**config.mk**
```make
export PLATFORM = sky130hd
export DESIGN_NAME = tm1637_display_ctrl
export DESIGN_NICKNAME = d
export VERILOG_FILES = /design/src/rtl/tm1637_display_ctrl.sv
export SDC_FILE = /design/constraint.sdc
export NUM_CORES = 1
export LEC_CHECK = 0
export CORE_MARGIN = 4
export CORE_UTILIZATION = 47
export DETAILED_ROUTE_END_ITERATION = 10
export PLACE_DENSITY = 0.76
export SLEW_MARGIN = 20
export SYNTH_ARGS = -nofsm -noshare
export SYNTH_HDL_FRONTEND = slang
export SYNTH_SLANG_ARGS = --single-unit
```
**constraint.sdc**
```tcl
create_clock -name clk -period 4.2 [get_ports clk]
set_input_delay 1.05 -clock clk [delete_from_list [all_inputs] [get_ports clk]]
set_output_delay 1.05 -clock clk [all_outputs]
set_load 0.1 [all_outputs]
```
**src/rtl/tm1637_display_ctrl.sv**
```systemverilog
// TM1637 frame sequencer: snapshots four hex digits, dp and brightness,
// then issues the 7-byte display update through the byte driver handshake.
module tm1637_display_ctrl #(
   parameter int unsigned REFRESH_CYCLES = 0,
   parameter int unsigned CNT_W          = 24
) (
   input  logic        clk,
   input  logic        rst,
   input  logic [15:0] digits,
   input  logic [3:0]  dp,
   input  logic [2:0]  brightness,
   input  logic        display_on,
   input  logic        update,
   output logic        ready,
   output logic        drv_latch,
   output logic [7:0]  drv_byte,
   output logic        drv_stop,
   input  logic        drv_busy
);

   typedef enum logic [2:0] {
      S_IDLE,
      S_LOAD,
      S_SEND,
      S_HOLD,
      S_WAIT,
      S_NEXT
   } state_t;

   state_t      state;
   state_t      state_nx;
   logic [2:0]  idx;
   logic [15:0] dig_q;
   logic [3:0]  dp_q;
   logic [2:0]  br_q;
   logic        on_q;
   logic        pending;
   logic        tick;
   logic [8:0]  cur;
   logic [8:0]  hold_q;

   function automatic logic [6:0] seg(input logic [3:0] h);
      logic [6:0] s;
      unique case (h)
         4'h0: s = 7'h3F;
         4'h1: s = 7'h06;
         4'h2: s = 7'h5B;
         4'h3: s = 7'h4F;
         4'h4: s = 7'h66;
         4'h5: s = 7'h6D;
         4'h6: s = 7'h7D;
         4'h7: s = 7'h07;
         4'h8: s = 7'h7F;
         4'h9: s = 7'h6F;
         4'hA: s = 7'h77;
         4'hB: s = 7'h7C;
         4'hC: s = 7'h39;
         4'hD: s = 7'h5E;
         4'hE: s = 7'h79;
         default: s = 7'h71;
      endcase
      return s;
   endfunction

   // Auto refresh counts idle cycles only and restarts on every sequence
   if (REFRESH_CYCLES > 0) begin : g_refresh
      logic [CNT_W-1:0] cnt;

      always_ff @(posedge clk) begin
         if (rst || state_nx == S_LOAD) begin
            cnt <= '0;
         end else if (state == S_IDLE) begin
            cnt <= cnt + 1'b1;
         end
      end

      assign tick = (state == S_IDLE) &&
                    (cnt == CNT_W'(REFRESH_CYCLES - 1));
   end else begin : g_no_refresh
      assign tick = 1'b0;
   end

   always_ff @(posedge clk) begin
      if (rst) begin
         state <= S_IDLE;
      end else begin
         state <= state_nx;
      end
   end

   always_comb begin
      state_nx = state;
      unique case (state)
         S_IDLE: if (update || pending || tick) state_nx = S_LOAD;
         S_LOAD: state_nx = S_SEND;
         S_SEND: state_nx = S_HOLD;
         S_HOLD: state_nx = S_WAIT;
         S_WAIT: if (!drv_busy) state_nx = S_NEXT;
         S_NEXT: state_nx = (idx == 3'd6) ? S_IDLE : S_SEND;
         default: state_nx = S_IDLE;
      endcase
   end

   always_ff @(posedge clk) begin
      if (rst) begin
         idx     <= '0;
         dig_q   <= '0;
         dp_q    <= '0;
         br_q    <= '0;
         on_q    <= 1'b0;
         pending <= 1'b0;
         hold_q  <= '0;
      end else begin
         if (state == S_IDLE) begin
            pending <= 1'b0;
         end else if (update) begin
            pending <= 1'b1;
         end
         if (state == S_LOAD) begin
            idx   <= '0;
            dig_q <= digits;
            dp_q  <= dp;
            br_q  <= brightness;
            on_q  <= display_on;
         end
         if (state == S_NEXT && idx != 3'd6) begin
            idx <= idx + 3'd1;
         end
         if (state == S_SEND) begin
            hold_q <= cur;
         end
      end
   end

   // cur = {stop, byte} for the current index
   always_comb begin
      cur = 9'h000;
      unique case (idx)
         3'd0: cur = {1'b1, 8'h40};
         3'd1: cur = {1'b0, 8'hC0};
         3'd2: cur = {1'b0, dp_q[3], seg(dig_q[15:12])};
         3'd3: cur = {1'b0, dp_q[2], seg(dig_q[11:8])};
         3'd4: cur = {1'b0, dp_q[1], seg(dig_q[7:4])};
         3'd5: cur = {1'b1, dp_q[0], seg(dig_q[3:0])};
         3'd6: cur = on_q ? {1'b1, 5'b10001, br_q}
                          : {1'b1, 8'h80};
         default: cur = 9'h000;
      endcase
   end

   always_comb begin
      ready     = (state == S_IDLE) && !pending;
      drv_latch = (state == S_SEND);
      {drv_stop, drv_byte} = (state == S_SEND) ? cur : hold_q;
   end

endmodule

```
# Word level (Yosys, flattened, before mapping)
# Memory sizes are Yosys's and may differ from the RTL's. A register that Yosys moved wholly into a read port is not among the register bits.
# Cells that the tools add are included.
dict set report word_totals {
  reg_bits 40
  mem_bits_ro 448
  inputBits 28
  word_cells 53
  mem_count 4
}
dict set report classes {
  add_sub_neg 1
  eq_ne 14
  muxes 17
  n_reduce_logical 9
}
# memory words word_bits read_ports rd_clocked_by_memory_dff wr line
set mem_list {}
lappend mem_list {{(name not given)} 16 7 1 1 0 44} ;# unique case (h)
lappend mem_list {{(name not given)} 16 7 1 1 0 44}
lappend mem_list {{(name not given)} 16 7 1 1 0 44}
lappend mem_list {{(name not given)} 16 7 1 1 0 44}
# cell count
set op_table {}
lappend op_table {{9-bit one-hot mux with 7 select lines} 1}
lappend op_table {{4-bit two-way mux} 9}
lappend op_table {{3-bit one-hot mux with 6 select lines} 1}
lappend op_table {{3-bit == test, second input constant} 5}
lappend op_table {{3-bit by 2-bit == test with 1-bit output, second input constant} 4}
lappend op_table {{3-bit two-way mux} 4}
lappend op_table {{9-bit two-way mux} 1}
lappend op_table {{3-bit by 1-bit == test with 1-bit output, second input constant} 2}
lappend op_table {{3-bit logical NOT} 2}
lappend op_table {{2-bit inequality test, second input constant} 2}
lappend op_table {{3-bit by 1-bit adder with 3-bit output, second input constant} 1}
lappend op_table {{3-bit inequality test, second input constant} 1}
lappend op_table {{1-bit logical AND} 2}
lappend op_table {{2-bit two-way mux} 1}
lappend op_table {{2-bit AND reduction} 1}
lappend op_table {{2-bit nonzero test} 1}
lappend op_table {{2-bit OR reduction} 1}
lappend op_table {{1-bit logical NOT} 1}
lappend op_table {{1-bit logical OR} 1}

# Longest topological paths before layout
# Gate-level depths: netlist of the first run.
dict set report logic_depth {
  ltp_word 3
  mapped_depth 12
  depth_no_buf 8
}

# Worst setup path before layout of the first run
# OpenSTA, ideal clock, no wires.
dict set report synth_path {
  path_type {reg2out}
  startpoint {register state[0]}
  endpoint {output port ready}
  arrival_time_ps 3366
  t_required_ps 3150
  path_slack_ps -216
  path_stages_with_launch 3
  path_buffers 1
  cell_sequence {dfxtp_1 buf_4 nor4_1}
}
dict set report synth_via {
  elab_chain_cells 2
}
# item line
set synth_rtl {}
lappend synth_rtl {{start, declared} 30} ;# state_t state;
lappend synth_rtl {{start signal, assigned} 87} ;# state <= state_nx;
lappend synth_rtl {{3-bit logical NOT} 152} ;# ready = (state == S_IDLE) && !pending;
lappend synth_rtl {{1-bit logical AND} 152}
lappend synth_rtl {{end, declared} 14} ;# output logic ready,
# Every way passes these cells.

# Worst setup path in the final report of the first run
dict set report layout_path {
  startpoint {register idx[2]}
  endpoint {output port drv_byte[1]}
}
dict set report layout_via {
  elab_chain_cells 3
  word_cells_on_any_way 9
}
# item line
set layout_rtl {}
lappend layout_rtl {{start, declared} 32} ;# logic [2:0] idx;
lappend layout_rtl {{start signal, assigned} 127} ;# idx <= idx + 3'd1;
lappend layout_rtl {{3-bit == test (tied with other cells)} 138} ;# unique case (idx)
lappend layout_rtl {{9-bit one-hot mux with 7 select lines *} 138}
lappend layout_rtl {{9-bit two-way mux *} -}
lappend layout_rtl {{end, declared} 16} ;# output logic [7:0] drv_byte,
# Every way passes the cells marked *; elsewhere a longest branch is shown, timed or not.

==> results.sh, run 1 <==
export IMPL_io_pin_count=39
export IMPL_hpwlAfterDp_mm=6.23
export IMPL_endpoint_kind="primary output"
export IMPL_hp_class="flop to flop"
export IMPL_final_cell_mix="dfxtp_1 (68), ha_1 (33), nand2_1 (31)"
export IMPL_rows=32
export IMPL_relSlewSlack_pct=35.7
export IMPL_place_area_mm2=0.00423
export IMPL_fin_worst_skew_ps=9.98
export IMPL_drv_cap=0
export IMPL_syn_area_mm2=0.00384
export IMPL_die_y_um=98.4
export IMPL_clk_pin_slew_ps=80
export IMPL_finalCritPeriodShare_pct=81.5
export IMPL_drt_iter0_drc=221
export IMPL_arrival_ps=2370
export IMPL_yosysSeqAreaShare_pct=35.4
export IMPL_path_class="flop to primary output"
export IMPL_grt_pass1_vias=2974
export IMPL_layout_commonest_cell="dfxtp_1"
export IMPL_grt_max_degree=38
export IMPL_whs_endpoint="dp_q[3]$_SDFFE_PP0P_"
export IMPL_htreeDepth=3
export IMPL_seqCellArea_mm2=0.00136
export IMPL_fin_area_mm2=0.00445
export IMPL_dr_total_vias=3088
export IMPL_drv_slew=0
export IMPL_start_util_pct=48.9
export IMPL_gp_congestion=0.874
export IMPL_tritoncts="built"
export IMPL_firstDrtPassIters=6
export IMPL_port_buffers=38
export IMPL_fillers=705
export IMPL_diodes=0
export IMPL_cts_resized=0
export IMPL_setup_viol=0
export IMPL_core_area_mm2=0.00785
export IMPL_post_cts_buffers=0
export IMPL_avgSynthCellArea_um2=9.02
export IMPL_dieArea_mm2=0.00968
export IMPL_finalHoldViolations=0
export IMPL_ys_types=54
export IMPL_antenna_left=0
export IMPL_clkLatencyLatePin_ps=350
export IMPL_cp_start_kind="flop"
export IMPL_rsz0062_at_grt="false"
export IMPL_routedWlPerCell_um=15.2
export IMPL_outcome="complete, no violations"
export IMPL_track_usage_pct=18.2
export IMPL_combPwrFrac_pct=28.3
export IMPL_cts_buffer_depth=2
export IMPL_min_from="dp_q[3]$_SDFFE_PP0P_"
export IMPL_drc=0
export IMPL_hold_slack_ps=467
export IMPL_syn_nets=487
export IMPL_power_density_mw_per_mm2=425
export IMPL_die_x_um=98.4
export IMPL_drt_wl_total_mm=8.51
export IMPL_power_share_sequential_pct=40.0
export IMPL_internal_power_mw=1.25
export IMPL_required_ps=3150
export IMPL_clkSinkCount=68
export IMPL_layout_nets=515
export IMPL_clock_root_buffer="clkbuf_8"
export IMPL_synth_ff_type="dfxtp_1"
export IMPL_yosys_warnings=0
export IMPL_peakVddDrop_v=0.000224
export IMPL_ys_ff_latch=68
export IMPL_antenna_found_initial=0
export IMPL_final_util_pct=56.7
export IMPL_period_minus_slack_ps=3420
export IMPL_p_sw_uw=645
export IMPL_synthCells=426
export IMPL_postSynth_asyncResetShare_pct=0
export IMPL_reg2reg_depth=7
export IMPL_timing_fmax_mhz=292
export IMPL_syn_to_final_growth_pct=15.9
export IMPL_grt_pass1_wl_mm=14.4
export IMPL_multi_input_comb_area_mm2=0.00224
export IMPL_viasPerCell=5.50
export IMPL_hold_path_depth=2
export IMPL_synth_edff_count=0
export IMPL_hold_buffers=0
export IMPL_layout_drive_gt1_share_pct=10.2
export IMPL_regToRegStartpoint="state[0]$_SDFFE_PP0P_"
export IMPL_clockPowerShare_pct=31.7
export IMPL_tns_ps=0
export IMPL_p_sw_share_pct=34.1
export IMPL_p_leak_nw=1.86
export IMPL_power_total_mw=1.89
export IMPL_cts_buffers=9
export IMPL_path_max_fanout=11
export IMPL_overflow=0
export IMPL_tightest_slew_ps=962
export IMPL_reg2reg_slack_ps=1210
how the worst max path moves through the flow:
stage | startpoint | endpoint | slack (ps) | cells past startpoint
2_1_floorplan | state[2]$_SDFFE_PP0P_ | drv_byte[0] | -20 | 7
6_report | idx[2]$_SDFFE_PP0P_ | drv_byte[1] | 780 | 6
3_3_place_gp | rst | flop | 1110 | 6
5_1_grt | idx[2]$_SDFFE_PP0P_ | drv_byte[1] | 650 | 6
4_1_cts | idx[0]$_SDFFE_PP0P_ | drv_byte[3] | 800 | 7
3_5_place_dp | rst | flop | 1020 | 7
worst max-delay path, cell delays in order (launching register included):
cell      delay, ps
dfxtp_1         530
inv_1           170
ha_1            340
a222oi_1        370
a21oi_1         140
or2_1           240
buf_4           230
power by group through the flow:
stage / clock network (mW) / logic (mW) / registers, mW
CTS: 0.617 / 0.537 / 0.756
detailed placement: 0 / 0.534 / 0.771
finish: 0.600 / 0.535 / 0.756
global placement: 0 / 0.524 / 0.768
floorplan: 0 / 0.427 / 0.750
global route: 0.643 / 0.579 / 0.763
layout make-up:
cell class | instances | share of cell area [%]
Clock inverter | 7 | 2.22
Inverter | 31 | 2.61
Sequential cell | 68 | 30.6
Timing Repair Buffer | 41 | 8.66
Tap cell | 102 | 2.87
Multi-Input combinational cell | 303 | 50.3
Clock buffer | 9 | 2.78
per-stage QoR:
| step | std cells | setup slack (ps) |
|---|---|---|
| after floorplan | 426 | -18.6 |
| after global placement | 545 | 1110 |
| after detailed placement | 545 | 1020 |
| after CTS | 561 | 798 |
| after global routing | 561 | 646 |
| final | 561 | 778 |
cells by family after synthesis:
group	after synthesis	synth area share, %
multiplexers	39	11.0
flip-flops	68	35.4
AND/OR/NAND/NOR	138	18.6
XOR/XNOR	6	1.37
adder cells (fa/ha/maj)	33	10.7
buffers and inverters	55	6.48
AO/OA/AOI/OAI	87	16.3
metal layers:
layer  routed length, um  GRT usage [%]  vias to the layer above
li1                    -              -                     1554
met3                 486           5.29                       10
met4                 115           5.88                        0
met1                4050           24.7                     1443
met2                3850           27.8                       81
met5                   0              0                        -
cells in the mapped netlist, types with 5 or more instances:
library cell	n	share of area, %
nand3_1	5	0.65
nor3_1	18	2.3
buf_2	7	0.91
dfxtp_1	68	35
clkbuf_1	12	1.2
inv_1	25	2.4
nand2_1	31	3.0
a211oi_1	6	1.2
a222oi_1	7	1.8
nor3b_1	5	0.98
mux2i_1	30	7.8
a21oi_1	26	3.4
nand2b_1	6	0.98
o21ai_0	6	0.78
nor2b_1	21	3.4
xor2_1	6	1.4
nor2_1	30	2.9
a22o_1	5	1.1
inv_2	5	0.49
or2_1	5	0.81
ha_1	33	11
(Power assumes the default switching activity.)
==> run 2, diff against run 1 <==
--- a/config.mk
+++ b/config.mk
@@ -8,7 +8,7 @@
 export CORE_MARGIN = 4
 export CORE_UTILIZATION = 47
 export DETAILED_ROUTE_END_ITERATION = 10
-export PLACE_DENSITY = 0.76
+export PLACE_DENSITY = 0.79
 export SLEW_MARGIN = 20
 export SYNTH_ARGS = -nofsm -noshare
 export SYNTH_HDL_FRONTEND = slang
==> constraint.sdc (replaced) <==
create_clock -name clk -period 2.9 [get_ports clk]
set_input_delay 0.725 -clock clk [delete_from_list [all_inputs] [get_ports clk]]
set_output_delay 0.725 -clock clk [all_outputs]
set_load 0.1 [all_outputs]
==> run 2 against run 1 <==
  * Register-to-register slack lost 790 ps
  * Wire length grew 5.9%
  * Clock skew shrank 1.3 ps
  * Clock power grew 34%
  * Die area is the same
  * Global-route usage grew 0.65 points
  * Cell area grew 6.9%
  * Non-clock buffer count grew 10
  * Largest cell class unchanged
  * Via count grew 3.3%
  * Power grew 48%
  * Combinational power grew 67%
  * Utilization grew 3.9 points
  * Highest routed layer unchanged
==> results.sh, run 2 (same netlist as run 1, synthesis figures left out) <==
export IMPL_outcome="complete, no violations"
export IMPL_multi_input_comb_area_mm2=0.00236
export IMPL_antenna_left=0
export IMPL_grt_pass1_wl_mm=14.7
export IMPL_finalHoldViolations=0
export IMPL_tightest_slew_ps=546
export IMPL_internal_power_mw=1.81
export IMPL_path_delay_family="compound AO/OA/AOI/OAI gates"
export IMPL_final_cell_mix="dfxtp_1 (64), nand2_1 (31), mux2i_1 (30), nor2_1 (30), ha_1 (29)"
export IMPL_core_area_mm2=0.00785
export IMPL_syn_to_final_growth_pct=23.9
export IMPL_peakVddDrop_v=0.000273
export IMPL_viasPerCell=5.59
export IMPL_critPathBufInv=3
export IMPL_timing_fmax_mhz=351
export IMPL_clockPowerShare_pct=28.8
export IMPL_clkSinkCount=68
export IMPL_wl_met3_um=508
export IMPL_routedWlPerCell_um=15.8
export IMPL_die_x_um=98.4
export IMPL_reg2reg_depth=8
export IMPL_setup_viol=0
export IMPL_seqCellArea_mm2=0.00137
export IMPL_dr_total_vias=3190
export IMPL_grt_pass1_vias=2982
export IMPL_worst_path_max_delay_cell="a222oi_1"
export IMPL_finalCritPeriodShare_pct=98.2
export IMPL_wl_met1_mm=4.22
export IMPL_path_max_fanout=10
export IMPL_drt_wl_total_mm=9.01
export IMPL_overflow=0
export IMPL_drc=0
export IMPL_relSlewSlack_pct=63.6
export IMPL_required_ps=2170
export IMPL_reg2reg_slack_ps=420
export IMPL_cp_start_kind="flop"
export IMPL_tns_ps=0
export IMPL_arrival_ps=2120
export IMPL_diodes=0
export IMPL_clkLatencyLatePin_ps=350
export IMPL_dieArea_mm2=0.00968
export IMPL_min_from="hold_q[8]$_SDFF_PP0_"
export IMPL_track_usage_pct=18.8
export IMPL_power_share_sequential_pct=39.2
export IMPL_p_sw_share_pct=35.1
export IMPL_clk_pin_slew_ps=80
export IMPL_p_sw_uw=982
export IMPL_startpoint="idx[0]$_SDFFE_PP0P_"
export IMPL_hpwlAfterDp_mm=6.61
export IMPL_combPwrFrac_pct=32.0
export IMPL_drt_iter0_drc=266
export IMPL_io_pin_count=39
export IMPL_hold_buffers=0
export IMPL_drv_cap=0
export IMPL_fin_area_mm2=0.00476
export IMPL_met2WireLength_mm=4.16
export IMPL_worstPathCellList="inv_2 -> ha_4 -> a222oi_1 -> nor2_1 -> a221oi_2 -> buf_4 -> a21oi_4 -> buf_12"
export IMPL_layout_commonest_cell="dfxtp_1"
export IMPL_highest_layer="met4"
export IMPL_antenna_found_initial=0
export IMPL_rows=32
export IMPL_period_minus_slack_ps=2850
export IMPL_clock_root_buffer="clkbuf_8"
export IMPL_place_area_mm2=0.00448
export IMPL_slowest_delay_ps=430
export IMPL_endpoint_kind="primary output"
export IMPL_path_class="flop to primary output"
export IMPL_p_leak_nw=1.94
export IMPL_firstDrtPassIters=5
export IMPL_cts_buffer_depth=2
export IMPL_regToRegStartpoint="state[0]$_SDFFE_PP0P_"
export IMPL_gp_congestion=0.932
export IMPL_hold_path_depth=2
export IMPL_crit_cells=8
export IMPL_die_y_um=98.4
export IMPL_tritoncts="built"
export IMPL_start_util_pct=48.9
export IMPL_drv_slew=0
export IMPL_htreeDepth=3
export IMPL_layout_nets=525
export IMPL_layout_drive_gt1_share_pct=16.4
export IMPL_fillers=661
export IMPL_power_total_mw=2.79
export IMPL_fin_worst_skew_ps=8.66
export IMPL_hp_class="flop to flop"
export IMPL_port_buffers=38
export IMPL_grt_max_degree=33
export IMPL_cts_buffers=9
export IMPL_power_density_mw_per_mm2=587
## run 2: changes by cell type in the layout (fill, tap and decap cells not counted), sizes merged
cell,previous run,this run
buf,14,25
bufinv,2,1
clkbuf,9,10
clkdlybuf4s50,27,26
clkinv,3,4
clkinvlp,1,2
inv,32,30
## run 2: layer usage
metal	up-vias	track usage [%]
met5	-	0
met4	0	5.99
met3	12	5.21
met2	97	29.6
met1	1501	25.1
li1	1580	-
## run 2: power by group through the flow
stage / Combinational, mW / Sequential (mW) / Clock [mW]
4_1_cts: 0.892 / 1.10 / 0.808
3_3_place_gp: 0.864 / 1.11 / 0
3_5_place_dp: 0.888 / 1.12 / 0
2_1_floorplan: 0.640 / 1.09 / 0
6_report: 0.893 / 1.10 / 0.806
5_1_grt: 0.958 / 1.11 / 0.858
## run 2: final cells by class
class                           count  share of cell area [%]
Clock buffer                       10                    2.89
Clock inverter                      6                    1.34
Inverter                           31                    2.44
Multi-Input combinational cell    303                    49.6
Sequential cell                    68                    28.8
Tap cell                          102                    2.68
Timing Repair Buffer               51                    12.3
## run 2: worst register-to-register path, delay by kind of cell, from the launching register on
kind | cells | cell delay [ps]
compound gates | 1 | 300
fa+ha+maj | 1 | 260
buf+inv | 2 | 380
flops | 1 | 500
mux | 1 | 180
simple gates | 3 | 740
## run 2: timing repair
item                                    CTS  global route
gates cloned                              0             0
endpoints found under the setup margin    7             8
pin swaps                                 2             4
setup buffers                             0             0
gates resized for setup                   3            16
## run 2: path summary, 6_finish.rpt
kind,endpoint
worst max register to register,flop
worst min-delay path,hold_q[8]$_SDFF_PP0_
worst min register to register,hold_q[8]$_SDFF_PP0_
worst max-delay path,drv_byte[3]
## run 2: stage by stage
stage | hold slack, ps | setup slack, ps | util, % | instances
finish | 462 | 51.0 | 60.7 | 571
global route | 493 | -33.1 | 60.7 | 571
CTS | 464 | -40.9 | 59.8 | 571
detailed placement | 454 | 200 | 57.1 | 555
global placement | 451 | 293 | 57.1 | 555
floorplan | 436 | -3.26 | - | 426
==> run 3, diff against run 2 <==
--- a/config.mk
+++ b/config.mk
@@ -9,6 +9,7 @@
 export CORE_UTILIZATION = 47
 export DETAILED_ROUTE_END_ITERATION = 10
 export PLACE_DENSITY = 0.79
+export REMOVE_ABC_BUFFERS = 1
 export SLEW_MARGIN = 20
 export SYNTH_ARGS = -nofsm -noshare
 export SYNTH_HDL_FRONTEND = slang
==> run 3 against run 2 <==
  * Hold slack better by 3.8 ps
  * Largest cell class unchanged
  * Die area is the same
  * Non-clock buffer count fell by 1
  * Utilization shrank 0.26 points
  * Largest power group unchanged
  * Sequential share of layout area up 0.095 points
==> results.sh, run 3 (same netlist as run 1, synthesis figures left out) <==
export IMPL_peakVddDrop_v=0.000252
export IMPL_cts_buffer_depth=2
export IMPL_rows=32
export IMPL_port_buffers=38
export IMPL_gp_congestion=0.890
export IMPL_antenna_found_initial=0
export IMPL_path_class="flop to primary output"
export IMPL_finalCritPeriodShare_pct=98.3
export IMPL_relSlewSlack_pct=65.7
export IMPL_outcome="complete, no violations"
export IMPL_whs_endpoint="dp_q[1]$_SDFFE_PP0P_"
export IMPL_antenna_left=0
export IMPL_core_area_mm2=0.00785
export IMPL_arrival_ps=2130
export IMPL_hold_path_depth=2
export IMPL_tritoncts="built"
export IMPL_drt_iter0_drc=236
export IMPL_cp_start_kind="flop"
export IMPL_regToRegStartpoint="state[0]$_SDFFE_PP0P_"
export IMPL_grt_pass1_vias=3116
export IMPL_drt_wl_total_mm=8.94
export IMPL_reg2reg_slack_ps=400
export IMPL_finalHoldViolations=0
export IMPL_pre_cts_slack_ps=188
export IMPL_min_from="dp_q[1]$_SDFFE_PP0P_"
export IMPL_layout_drive_gt1_share_pct=14.9
export IMPL_grt_pass1_wl_mm=14.6
export IMPL_hold_buffers=0
export IMPL_tightest_slew_ps=500
export IMPL_die_y_um=98.4
export IMPL_dr_total_vias=3239
export IMPL_final_cell_mix="dfxtp_1 (65), nand2_1 (31), mux2i_1 (30), nor2_1 (30), ha_1 (29)"
export IMPL_firstDrtPassIters=6
export IMPL_endpoint_kind="primary output"
export IMPL_overflow=0
export IMPL_clock_root_buffer="clkbuf_8"
export IMPL_clkSinkCount=68
export IMPL_reg2reg_depth=7
export IMPL_start_util_pct=48.9
export IMPL_layout_nets=525
export IMPL_fin_worst_skew_ps=7.86
export IMPL_track_usage_pct=18.3
export IMPL_drc=0
export IMPL_grt_max_degree=32
export IMPL_htreeDepth=3
export IMPL_cts_buffers=9
export IMPL_layout_commonest_cell="dfxtp_1"
export IMPL_power_total_mw=2.89
export IMPL_routedWlPerCell_um=15.7
export IMPL_drv_cap=0
export IMPL_rsz0062_at_grt="true"
export IMPL_diodes=0
export IMPL_syn_to_final_growth_pct=23.4
export IMPL_die_x_um=98.4
export IMPL_path_max_fanout=8
export IMPL_dieArea_mm2=0.00968
export IMPL_timing_fmax_mhz=351
export IMPL_clk_pin_slew_ps=80
export IMPL_hpwlAfterDp_mm=6.42
export IMPL_setup_slack_ps=48.9
export IMPL_io_pin_count=39
export IMPL_hp_class="flop to flop"
export IMPL_p_leak_nw=1.94
export IMPL_viasPerCell=5.67
export IMPL_power_density_mw_per_mm2=610
export IMPL_clkLatencyLatePin_ps=350
export IMPL_drv_slew=0
export IMPL_period_minus_slack_ps=2850
export IMPL_required_ps=2170
export IMPL_setup_viol=0
[run 3: report_power, final]
group	total (mW)	internal, mW	switching [mW]
Clock	0.917	0.535	0.383
Combinational	0.881	0.349	0.531
Sequential	1.09	1.04	0.0544
Total	2.89	1.92	0.968
[run 3: how the worst max path moves through the flow]
stage	start	to	depth (start not counted)
2_1_floorplan	state[1]$_SDFFE_PP0P_	ready	1
3_3_place_gp	idx[2]$_SDFFE_PP0P_	drv_byte[1]	6
3_5_place_dp	idx[2]$_SDFFE_PP0P_	drv_byte[1]	6
4_1_cts	idx[0]$_SDFFE_PP0P_	drv_byte[1]	7
5_1_grt	idx[0]$_SDFFE_PP0P_	drv_byte[1]	6
6_report	idx[0]$_SDFFE_PP0P_	drv_byte[1]	6
[run 3: layout make-up]
class	count	area [um2]
Sequential cell	68	1370
Timing Repair inverter	1	7.51
Multi-Input combinational cell	303	2300
Timing Repair Buffer	50	576
Inverter	31	120
Clock inverter	5	82.6
Fill cell	674	3110
Tap cell	102	128
Clock buffer	11	151
[run 3: worst max-delay path, cell delays in order (launching register included)]
cell	delay (ps)
dfxtp_4	370
ha_1	240
ha_4	210
a222oi_1	390
a21oi_1	140
or2_1	260
buf_12	180
[run 3: layer usage]
| layer | vias up | wire [um] | GRT usage [%] |
|---|---|---|---|
| met5 | - | 0 | 0 |
| met4 | 0 | 193 | 6.72 |
| met3 | 22 | 535 | 3.57 |
| met2 | 130 | 4330 | 30.3 |
| met1 | 1509 | 3890 | 23.5 |
| li1 | 1578 | - | - |
[run 3: metrics by stage]
step                      util [%]  cell area, um2  hold WS [ps]  cells  TNS (ps)
final                         60.4            4740           466    571         0
after global routing          60.4            4740           492    571     -55.6
after CTS                     59.6            4670           465    570     -3.22
after detailed placement      56.2            4410           454    554         0
after global placement        56.2            4410           449    554         0
after floorplan                  -            3710           430    402    -11490
[run 3: timing repair]
action,CTS,global route
buffers inserted,0,0
pin swaps,3,3
setup endpoints to repair,7,9
hold endpoints to repair,0,0
resized for setup,10,11
cloned,0,1
